`src/rtl/alu_pkg.sv`:
```
// alu_pkg: shared definitions for the 8051-compatible ALU slice.
// Contents: datapath/opcode widths, opcode constants (ALU_NOP .. ALU_ORLN_C)
// and the packed result record carried from the combinational stage to the
// output registers.
package alu_pkg;

  localparam int OPC_W  = 5;
  localparam int DATA_W = 8;

  localparam logic [OPC_W-1:0] ALU_NOP    = 5'd0;
  localparam logic [OPC_W-1:0] ALU_ADD    = 5'd1;
  localparam logic [OPC_W-1:0] ALU_ADDC   = 5'd2;
  localparam logic [OPC_W-1:0] ALU_SUBB   = 5'd3;
  localparam logic [OPC_W-1:0] ALU_INC    = 5'd4;
  localparam logic [OPC_W-1:0] ALU_DEC    = 5'd5;
  localparam logic [OPC_W-1:0] ALU_MUL    = 5'd6;
  localparam logic [OPC_W-1:0] ALU_DIV    = 5'd7;
  localparam logic [OPC_W-1:0] ALU_DA     = 5'd8;
  localparam logic [OPC_W-1:0] ALU_CPL    = 5'd9;
  localparam logic [OPC_W-1:0] ALU_ANL    = 5'd10;
  localparam logic [OPC_W-1:0] ALU_ORL    = 5'd11;
  localparam logic [OPC_W-1:0] ALU_XRL    = 5'd12;
  localparam logic [OPC_W-1:0] ALU_RL     = 5'd13;
  localparam logic [OPC_W-1:0] ALU_RLC    = 5'd14;
  localparam logic [OPC_W-1:0] ALU_RR     = 5'd15;
  localparam logic [OPC_W-1:0] ALU_RRC    = 5'd16;
  localparam logic [OPC_W-1:0] ALU_SWAP   = 5'd17;
  localparam logic [OPC_W-1:0] ALU_ANL_C  = 5'd18;
  localparam logic [OPC_W-1:0] ALU_ORL_C  = 5'd19;
  localparam logic [OPC_W-1:0] ALU_ANLN_C = 5'd20;
  localparam logic [OPC_W-1:0] ALU_ORLN_C = 5'd21;

  typedef struct packed {
    logic [DATA_W-1:0] out_1;
    logic [DATA_W-1:0] out_2;
    logic              cy;
    logic              ac;
    logic              ov;
  } alu_res_t;

endpackage

```
`src/rtl/alu_core_unit_if.sv`:
```
// alu_core_unit_if: operand/result bundle between the decoder/register file
// and the ALU.
//   alu_opcode   (5)  operation select
//   op_in_1/2    (8)  operands (accumulator side / B, register, immediate)
//   carry_in, aux_carry_in, bit_in  PSW.CY, PSW.AC, Boolean bit operand
//   op_out_1/2   (8)  primary / secondary result bytes
//   carry_out, aux_carry_out, overflow_out  new CY / AC / OV
// master: the side driving opcode and operands; slave: the ALU.
interface alu_core_unit_if;
  import alu_pkg::*;

  logic [OPC_W-1:0]  alu_opcode;
  logic [DATA_W-1:0] op_in_1;
  logic [DATA_W-1:0] op_in_2;
  logic              carry_in;
  logic              aux_carry_in;
  logic              bit_in;
  logic [DATA_W-1:0] op_out_1;
  logic [DATA_W-1:0] op_out_2;
  logic              carry_out;
  logic              aux_carry_out;
  logic              overflow_out;

  modport master (
    output alu_opcode, op_in_1, op_in_2, carry_in, aux_carry_in, bit_in,
    input  op_out_1, op_out_2, carry_out, aux_carry_out, overflow_out
  );

  modport slave (
    input  alu_opcode, op_in_1, op_in_2, carry_in, aux_carry_in, bit_in,
    output op_out_1, op_out_2, carry_out, aux_carry_out, overflow_out
  );

endinterface

```
`src/rtl/alu_divider.sv`:
```
// alu_divider: combinational 8/8 unsigned restoring divider.
//   dividend, divisor (8) in
//   quotient, remainder (8) out; both forced to 0xFF on divide-by-zero
//   div_zero (1) out, set when divisor is zero
module alu_divider
  import alu_pkg::*;
(
  input  logic [DATA_W-1:0] dividend,
  input  logic [DATA_W-1:0] divisor,
  output logic [DATA_W-1:0] quotient,
  output logic [DATA_W-1:0] remainder,
  output logic              div_zero
);

  logic [DATA_W:0]   rem_w;
  logic [DATA_W-1:0] quo_w;

  always_comb begin
    rem_w = '0;
    quo_w = '0;
    // One shift/compare/subtract step per quotient bit, MSB first.
    for (int i = DATA_W - 1; i >= 0; i--) begin
      rem_w = {rem_w[DATA_W-1:0], dividend[i]};
      if (rem_w >= {1'b0, divisor}) begin
        rem_w    = rem_w - {1'b0, divisor};
        quo_w[i] = 1'b1;
      end
    end
    div_zero = (divisor == '0);
    if (div_zero) begin
      quotient  = '1;
      remainder = '1;
    end else begin
      quotient  = quo_w;
      remainder = rem_w[DATA_W-1:0];
    end
  end

endmodule

```
`src/rtl/alu_core_unit.sv`:
```
// alu_core_unit: registered 8-bit ALU of the 8051-compatible core.
// Result and flags are computed combinationally from the current opcode and
// operands and captured into the output registers on the rising clock edge
// (latency one cycle, a new operation every cycle, no handshake).
// Ports:
//   clock  rising-edge clock
//   reset  asynchronous active-low; clears every output register
//   bus    alu_core_unit_if.slave (opcode, operands, PSW bits in; results out)
// Build option: define ALU_MULDIV_EN to implement MUL (6) and DIV (7);
// without it both opcodes behave as NOP and no multiplier/divider exists.
module alu_core_unit
  import alu_pkg::*;
(
  input  logic          clock,
  input  logic          reset,
  alu_core_unit_if.slave bus
);

  logic [DATA_W-1:0]        a_p0;
  logic [DATA_W-1:0]        b_p0;
  logic                     cin_add_p0;
  logic [DATA_W:0]          sum_p0;
  logic [DATA_W:0]          diff_p0;
  logic signed [DATA_W:0]   ssum_p0;
  logic signed [DATA_W:0]   sdiff_p0;
  alu_res_t                 res_p0;
  alu_res_t                 res_p1;

  // Decimal adjust: returns {new CY, adjusted byte}. CY can only be set here.
  function automatic logic [DATA_W:0] da_adjust(input logic [DATA_W-1:0] a,
                                                input logic ac, input logic cy);
    logic [DATA_W:0] t1;
    logic [DATA_W:0] t2;
    t1 = {1'b0, a} + (((a[3:0] > 4'd9) || ac) ? 9'h006 : 9'h000);
    t2 = {1'b0, t1[7:0]} + (((t1[7:4] > 4'd9) || cy || t1[8]) ? 9'h060 : 9'h000);
    return {cy | t1[8] | t2[8], t2[7:0]};
  endfunction

  // Signed overflow of a 9-bit sign-extended byte result.
  function automatic logic ovf8(input logic signed [DATA_W:0] v);
    return (v > 9'sd127) || (v < -9'sd128);
  endfunction

  assign a_p0       = bus.op_in_1;
  assign b_p0       = bus.op_in_2;
  assign cin_add_p0 = (bus.alu_opcode == ALU_ADDC) & bus.carry_in;

  assign sum_p0   = {1'b0, a_p0} + {1'b0, b_p0} + {8'd0, cin_add_p0};
  assign diff_p0  = {1'b0, a_p0} - {1'b0, b_p0} - {8'd0, bus.carry_in};
  assign ssum_p0  = $signed({a_p0[7], a_p0}) + $signed({b_p0[7], b_p0})
                  + $signed({8'd0, cin_add_p0});
  assign sdiff_p0 = $signed({a_p0[7], a_p0}) - $signed({b_p0[7], b_p0})
                  - $signed({8'd0, bus.carry_in});

`ifdef ALU_MULDIV_EN
  logic [2*DATA_W-1:0] prod_p0;
  logic [DATA_W-1:0]   quo_p0;
  logic [DATA_W-1:0]   rem_p0;
  logic                dz_p0;

  assign prod_p0 = {8'd0, a_p0} * {8'd0, b_p0};

  alu_divider u_divider (
    .dividend  (a_p0),
    .divisor   (b_p0),
    .quotient  (quo_p0),
    .remainder (rem_p0),
    .div_zero  (dz_p0)
  );
`endif

  // Stage p0: combinational result selection
  always_comb begin
    res_p0.out_1 = a_p0;
    res_p0.out_2 = '0;
    res_p0.cy    = bus.carry_in;
    res_p0.ac    = bus.aux_carry_in;
    res_p0.ov    = 1'b0;
    case (bus.alu_opcode)
      ALU_ADD, ALU_ADDC: begin
        res_p0.out_1 = sum_p0[7:0];
        res_p0.cy    = sum_p0[8];
        // Carry into bit 4 equals a4 ^ b4 ^ sum4.
        res_p0.ac    = a_p0[4] ^ b_p0[4] ^ sum_p0[4];
        res_p0.ov    = ovf8(ssum_p0);
      end
      ALU_SUBB: begin
        res_p0.out_1 = diff_p0[7:0];
        res_p0.cy    = diff_p0[8];
        res_p0.ac    = a_p0[4] ^ b_p0[4] ^ diff_p0[4];
        res_p0.ov    = ovf8(sdiff_p0);
      end
      ALU_INC: res_p0.out_1 = a_p0 + 8'd1;
      ALU_DEC: res_p0.out_1 = a_p0 - 8'd1;
`ifdef ALU_MULDIV_EN
      ALU_MUL: begin
        res_p0.out_1 = prod_p0[7:0];
        res_p0.out_2 = prod_p0[15:8];
        res_p0.cy    = 1'b0;
        res_p0.ov    = (prod_p0[15:8] != 8'd0);
      end
      ALU_DIV: begin
        res_p0.out_1 = quo_p0;
        res_p0.out_2 = rem_p0;
        res_p0.cy    = 1'b0;
        res_p0.ov    = dz_p0;
      end
`endif
      ALU_DA:     {res_p0.cy, res_p0.out_1} = da_adjust(a_p0, bus.aux_carry_in, bus.carry_in);
      ALU_CPL:    res_p0.out_1 = ~a_p0;
      ALU_ANL:    res_p0.out_1 = a_p0 & b_p0;
      ALU_ORL:    res_p0.out_1 = a_p0 | b_p0;
      ALU_XRL:    res_p0.out_1 = a_p0 ^ b_p0;
      ALU_RL:     res_p0.out_1 = {a_p0[6:0], a_p0[7]};
      ALU_RLC: begin
        res_p0.out_1 = {a_p0[6:0], bus.carry_in};
        res_p0.cy    = a_p0[7];
      end
      ALU_RR:     res_p0.out_1 = {a_p0[0], a_p0[7:1]};
      ALU_RRC: begin
        res_p0.out_1 = {bus.carry_in, a_p0[7:1]};
        res_p0.cy    = a_p0[0];
      end
      ALU_SWAP:   res_p0.out_1 = {a_p0[3:0], a_p0[7:4]};
      ALU_ANL_C:  res_p0.cy = bus.carry_in & bus.bit_in;
      ALU_ORL_C:  res_p0.cy = bus.carry_in | bus.bit_in;
      ALU_ANLN_C: res_p0.cy = bus.carry_in & ~bus.bit_in;
      ALU_ORLN_C: res_p0.cy = bus.carry_in | ~bus.bit_in;
      default: ;
    endcase
  end

  // Stage p1: output registers
  always_ff @(posedge clock or negedge reset) begin
    if (!reset) begin
      res_p1 <= '0;
    end else begin
      res_p1 <= res_p0;
    end
  end

  assign bus.op_out_1      = res_p1.out_1;
  assign bus.op_out_2      = res_p1.out_2;
  assign bus.carry_out     = res_p1.cy;
  assign bus.aux_carry_out = res_p1.ac;
  assign bus.overflow_out  = res_p1.ov;

endmodule

```
`src/flat_wrapper.sv`:
```
// flat-port wrapper written by rule: the top's interface ports become plain ports
module alu_core_unit_flat import alu_pkg::*;
  (clock, reset, bus_alu_opcode, bus_op_in_1, bus_op_in_2, bus_carry_in, bus_aux_carry_in, bus_bit_in, bus_op_out_1, bus_op_out_2, bus_carry_out, bus_aux_carry_out, bus_overflow_out);
  alu_core_unit_if bus_i ();
  input  logic clock;
  input  logic reset;
  input wire logic [$bits(bus_i.alu_opcode)-1:0] bus_alu_opcode;
  input wire logic [$bits(bus_i.op_in_1)-1:0] bus_op_in_1;
  input wire logic [$bits(bus_i.op_in_2)-1:0] bus_op_in_2;
  input wire logic [$bits(bus_i.carry_in)-1:0] bus_carry_in;
  input wire logic [$bits(bus_i.aux_carry_in)-1:0] bus_aux_carry_in;
  input wire logic [$bits(bus_i.bit_in)-1:0] bus_bit_in;
  output wire logic [$bits(bus_i.op_out_1)-1:0] bus_op_out_1;
  output wire logic [$bits(bus_i.op_out_2)-1:0] bus_op_out_2;
  output wire logic [$bits(bus_i.carry_out)-1:0] bus_carry_out;
  output wire logic [$bits(bus_i.aux_carry_out)-1:0] bus_aux_carry_out;
  output wire logic [$bits(bus_i.overflow_out)-1:0] bus_overflow_out;
  assign bus_i.alu_opcode = bus_alu_opcode;
  assign bus_i.op_in_1 = bus_op_in_1;
  assign bus_i.op_in_2 = bus_op_in_2;
  assign bus_i.carry_in = bus_carry_in;
  assign bus_i.aux_carry_in = bus_aux_carry_in;
  assign bus_i.bit_in = bus_bit_in;
  assign bus_op_out_1 = bus_i.op_out_1;
  assign bus_op_out_2 = bus_i.op_out_2;
  assign bus_carry_out = bus_i.carry_out;
  assign bus_aux_carry_out = bus_i.aux_carry_out;
  assign bus_overflow_out = bus_i.overflow_out;
  alu_core_unit u_core (.clock(clock), .reset(reset), .bus(bus_i));
endmodule
```
`config.mk`:
```
export PLATFORM = sky130hd
export DESIGN_NAME = alu_core_unit_flat
export DESIGN_NICKNAME = d
export VERILOG_FILES = /design/src/rtl/alu_pkg.sv /design/src/rtl/alu_core_unit_if.sv /design/src/rtl/alu_divider.sv /design/src/rtl/alu_core_unit.sv /design/src/flat_wrapper.sv
export SDC_FILE = /design/constraint.sdc
export NUM_CORES = 1
export LEC_CHECK = 0
export CAP_MARGIN = 0
export CORE_ASPECT_RATIO = 2
export CORE_UTILIZATION = 55
export DETAILED_ROUTE_END_ITERATION = 6
export PLACE_DENSITY = 0.93
export SETUP_SLACK_MARGIN = 0.3
export SYNTH_ARGS = -nofsm -noshare
export SYNTH_HDL_FRONTEND = slang
export SYNTH_HIERARCHICAL = 1
export SYNTH_SLANG_ARGS = --single-unit
```
`constraint.sdc`:
```
create_clock -name clock -period 0.8 [get_ports clock]
set_clock_uncertainty 0.05 [all_clocks]
set_input_delay 0.16 -clock clock [delete_from_list [all_inputs] [get_ports clock]]
set_output_delay 0.16 -clock clock [all_outputs]
set_load 0.02 [all_outputs]
```
==> flow_metrics.env, run 1 <==
export IMPL_yosys_area_top_type="ha_1"
export IMPL_hpwl_um=9600
export IMPL_grt_pass1_wl_um=25100
export IMPL_grt_use_total_pct=60.8
export IMPL_ctsHoldBuffers=0
export IMPL_grt_max_degree=20
export IMPL_start_util_pct=57.2
export IMPL_synth_cell_types=67
export IMPL_portBuffers=36
export IMPL_cts_made_buffers=3
export IMPL_overflow=9
export IMPL_stop_error="[ERROR GRT-0116] Global routing finished with congestion. Check the congestion regions in the DRC Viewer."
export IMPL_chipHeight_um=106
export IMPL_pin_count=45
export IMPL_synth_cells=391
export IMPL_dp_slack_ns=-2.77
export IMPL_gp_congestion=1.14
export IMPL_synth_top_area_share_pct=17.3
export IMPL_synth_top_cells_by_count="ha_1 (41), nand2_1 (31), nor2_1 (28)"
export IMPL_clk_path_buf_depth=2
export IMPL_synth_seq_area_share_pct=9.27
export IMPL_synth_edf_count=0
export IMPL_htree_num_levels=1
export IMPL_ys_warn_count=6
export IMPL_rows=37
export IMPL_clock_sinks=11
export IMPL_yosysMostFrequentCell="ha_1"
export IMPL_ys_ff_latch=11
export IMPL_die_w_um=53.9
export IMPL_cts_root_buf="clkbuf_8"
export IMPL_synthTopCellsByArea="ha_1 (17%), dfrtp_1 (9.3%), xnor2_1 (5.6%)"
export IMPL_netlist_area_mm2=0.00297
export IMPL_async_reset_ff_share_pct=100
export IMPL_synth_top_flop_cell="dfrtp_1"
export IMPL_avgSynthCellArea_um2=7.59
export IMPL_grt_pass1_vias=4652
export IMPL_lastStage="global routing (5_1_grt)"
export IMPL_status="aborted with a tool error"
-- cell families after synthesis --
logic type | Yosys count | share of synthesized area [%]
AOI/OAI and AO/OA | 120 | 28.5
xor gates and xnor gates | 24 | 7.08
adders and majority gates | 48 | 21.7
buffers and inverters | 58 | 10.1
DFF | 11 | 9.27
muxes | 1 | 0.337
other | 1 | 0.126
and+or+nand+nor | 128 | 22.9
-- per-layer routing --
layer | global-route usage [%] | GRT overflow
met5 | 0 | 0
met3 | 33.8 | 0
met1 | 60.4 | 0
met2 | 81.0 | 2
met4 | 63.7 | 7
-- timing repair --
item / 4_1_cts
cloned: 1
gates resized for setup: 187
pin swaps: 60
setup endpoints to repair: 22
setup buffers: 12
-- per-stage QoR --
step / cell area [µm²] / setup TNS, ns / util, % / hold slack [ns] / cells
4_1_cts: 4750 / -17.77 / 91.6 / 0.177 / 599
3_5_place_dp: 4270 / -27.53 / 82.3 / 0.419 / 582
3_3_place_gp: 4270 / -26.52 / 82.3 / 0.413 / 582
2_1_floorplan: 3180 / -16.71 / - / -0.186 / 398
==> run 2: changes to the inputs <==
--- a/config.mk
+++ b/config.mk
@@ -6,11 +6,9 @@
 export NUM_CORES = 1
 export LEC_CHECK = 0
 export CAP_MARGIN = 0
-export CORE_ASPECT_RATIO = 2
-export CORE_UTILIZATION = 55
+export CORE_UTILIZATION = 40
 export DETAILED_ROUTE_END_ITERATION = 6
-export PLACE_DENSITY = 0.93
-export SETUP_SLACK_MARGIN = 0.3
+export PLACE_DENSITY_LB_ADDON = 0.15
 export SYNTH_ARGS = -nofsm -noshare
 export SYNTH_HDL_FRONTEND = slang
 export SYNTH_HIERARCHICAL = 1
==> flow_metrics.env, run 2 <==
export IMPL_largest_register_ffs=8
export IMPL_gp_congestion=0.999
export IMPL_die_area_mm2=0.00777
export IMPL_switching_power_mw=1.88
export IMPL_fillers=632
export IMPL_yosys_area_top_type="ha_1"
export IMPL_synth_cell_types=67
export IMPL_failed_checks="setup timing"
export IMPL_ys_ff_latch=11
export IMPL_tritoncts="built"
export IMPL_setup_slack_ns=-1.92
export IMPL_power_mw=4.49
export IMPL_synthToLayoutAreaGrowth_pct=68.0
export IMPL_clkTransAtPathRegs_ns=0.06
export IMPL_start_util_pct=41.1
export IMPL_max_cap_violations=0
export IMPL_cts_made_buffers=3
export IMPL_clkPwrFrac_pct=12.4
export IMPL_ant_nets=0
export IMPL_seqPwrFrac_pct=14.8
export IMPL_cts_root_buf="clkbuf_8"
export IMPL_ctsHoldBuffers=0
export IMPL_drc_errors=0
export IMPL_hold_slack_ns=0.203
export IMPL_status="finished, violations left"
export IMPL_drtPass1Iterations=5
export IMPL_layout_cells_most_common_list="buf_4 (136), buf_6 (32), nand2_1 (28)"
export IMPL_core_area_mm2=0.00721
export IMPL_p_per_area_mw_per_mm2=900
export IMPL_drt_initial_drc_count=396
export IMPL_timing_final_crit_share_pct=340
export IMPL_crit_type="in -> reg"
export IMPL_diodes=0
export IMPL_final_common_cell="buf_4"
export IMPL_avgSynthCellArea_um2=7.59
export IMPL_grt_pass1_vias=3534
export IMPL_crit_arrival_ns=2.80
export IMPL_grtUsageMet3_pct=4.71
export IMPL_portBuffers=36
export IMPL_die_w_um=88.1
export IMPL_startpoint_type="input port"
export IMPL_dp_slack_ns=-2.63
export IMPL_cp_num_buf_inv=2
export IMPL_fin_nets=632
export IMPL_cpLargestDelayFamily="adder cells"
export IMPL_yosysMostFrequentCell="ha_1"
export IMPL_vias=3757
export IMPL_grt_max_degree=20
export IMPL_final_hold_viol_count=0
export IMPL_p_comb_share_pct=72.7
export IMPL_layout_drive_gt1_share_pct=47.5
export IMPL_antenna_found_initial=0
export IMPL_synthTopCellsByArea="ha_1 (17%), dfrtp_1 (9.3%), xnor2_1 (5.6%)"
export IMPL_path_common_cell="ha_4"
export IMPL_period_needed_ns=2.72
export IMPL_htree_num_levels=1
export IMPL_regArea_um2=275
export IMPL_critical_path_required_ns=0.88
export IMPL_multiInputGateArea_mm2=0.00285
export IMPL_drv_slew=0
export IMPL_rsz0062_at_grt="true"
export IMPL_netlist_area_mm2=0.00297
export IMPL_overflow=0
export IMPL_p_leak_nw=2.22
export IMPL_chipHeight_um=88.1
export IMPL_dp_cells=635
export IMPL_p_sw_share_pct=41.8
export IMPL_async_reset_ff_share_pct=100
export IMPL_ys_warn_count=6
export IMPL_grt_util_met2_pct=52.4
export IMPL_cp_max_fo=3
export IMPL_finalWirelength_um=12200
export IMPL_rows=31
export IMPL_irDropWorstVdd_mv=0.553
export IMPL_synth_seq_area_share_pct=9.27
export IMPL_clk_path_buf_depth=2
export IMPL_synth_edf_count=0
export IMPL_grt_use_met1_pct=43.9
export IMPL_synth_top_cells_by_count="ha_1 (41), nand2_1 (31), nor2_1 (28)"
export IMPL_grt_pass1_wl_um=18700
export IMPL_crit_chain="buf_8 > o21ai_4 > nand2b_4 > ha_4 > fa_2 > buf_4 > nand4_4 > o31a_1 > o211ai_1 > ha_2 > ha_4 > o311ai_2 > a21boi_1 > or4_1 > a2bb2oi_1"
export IMPL_p_int_mw=2.61
export IMPL_viasPerCell=5.72
export IMPL_cp_end_kind="register"
export IMPL_hpwl_um=9460
export IMPL_finalNonFillerCells=657
export IMPL_pin_count=45
export IMPL_avgRoutedWirePerCell_um=18.5
export IMPL_slowest_stage="fa_2"
export IMPL_clock_sinks=11
export IMPL_setup_viol=22
export IMPL_grt_most_used_layer="met2"
export IMPL_hold_path_class="in -> async"
export IMPL_synth_top_area_share_pct=17.3
export IMPL_grt_use_total_pct=32.2
export IMPL_synth_cells=391
export IMPL_max_freq_mhz=367
export IMPL_synth_top_flop_cell="dfrtp_1"
export IMPL_cpPeakStageDelay_ns=0.41
export IMPL_setup_tns_ns=-17.79
-- run 2: cell counts after synthesis --
No cell type changed its count.
-- run 2: cell type report --
class / instances / area share (%)
Sequential cell: 11 / 5.52
Clock buffer: 4 / 0.903
Tap cell: 99 / 2.48
Multi-Input combinational cell: 329 / 57.2
Timing Repair Buffer: 188 / 31.9
Inverter: 26 / 2.06
-- run 2: timing repair --
action	in CTS	in global routing
gates resized for setup	185	27
setup endpoints to repair	22	22
pin swaps	57	26
endpoints found under the hold margin	0	0
setup buffers	12	9
-- run 2: layer usage --
layer  routed length, µm  vias to the layer above
met5                   0                        -
met4                 325                        0
met3                 925                       26
met2                5670                      188
met1                5250                     1793
li1                    -                     1750
-- run 2: worst paths after layout --
path                                            end  depth (start not counted)  slack (ns)             start
worst max-delay path         u_core/bus.op_out_1[7]                         15       -1.92    bus_op_in_1[2]
worst min-delay path           u_core/bus.carry_out                          2        0.20             reset
max in group asynchronous  u_core/bus.aux_carry_out                          2        0.38             reset
min in group clock         u_core/bus.aux_carry_out                          4        0.34  bus_aux_carry_in
-- run 2: logic make-up after synthesis --
family          count (synthesis)  synth area share [%]
mux                             1                 0.337
buf+inv                        58                  10.1
compound gates                120                  28.5
xor+xnor                       24                  7.08
fa+ha+maj                      48                  21.7
simple gates                  128                  22.9
other cells                     1                 0.126
flops                          11                  9.27
-- run 2: power by group through the flow --
stage                     clock, mW  combinational [mW]  sequential [mW]
final                         0.559                3.26            0.667
after global routing          0.609                3.52            0.672
after CTS                     0.564                3.09            0.667
after detailed placement          0                2.83            0.660
after global placement            0                2.78            0.660
after floorplan                   0                1.49            0.753
-- run 2: per-stage QoR --
step | cell area, µm² | util (%)
2_1_floorplan | 3180 | -
3_3_place_gp | 4440 | 61.5
3_5_place_dp | 4440 | 61.5
4_1_cts | 4800 | 66.5
5_1_grt | 4990 | 69.1
6_report | 4990 | 69.1
(Power assumes the default switching activity.)
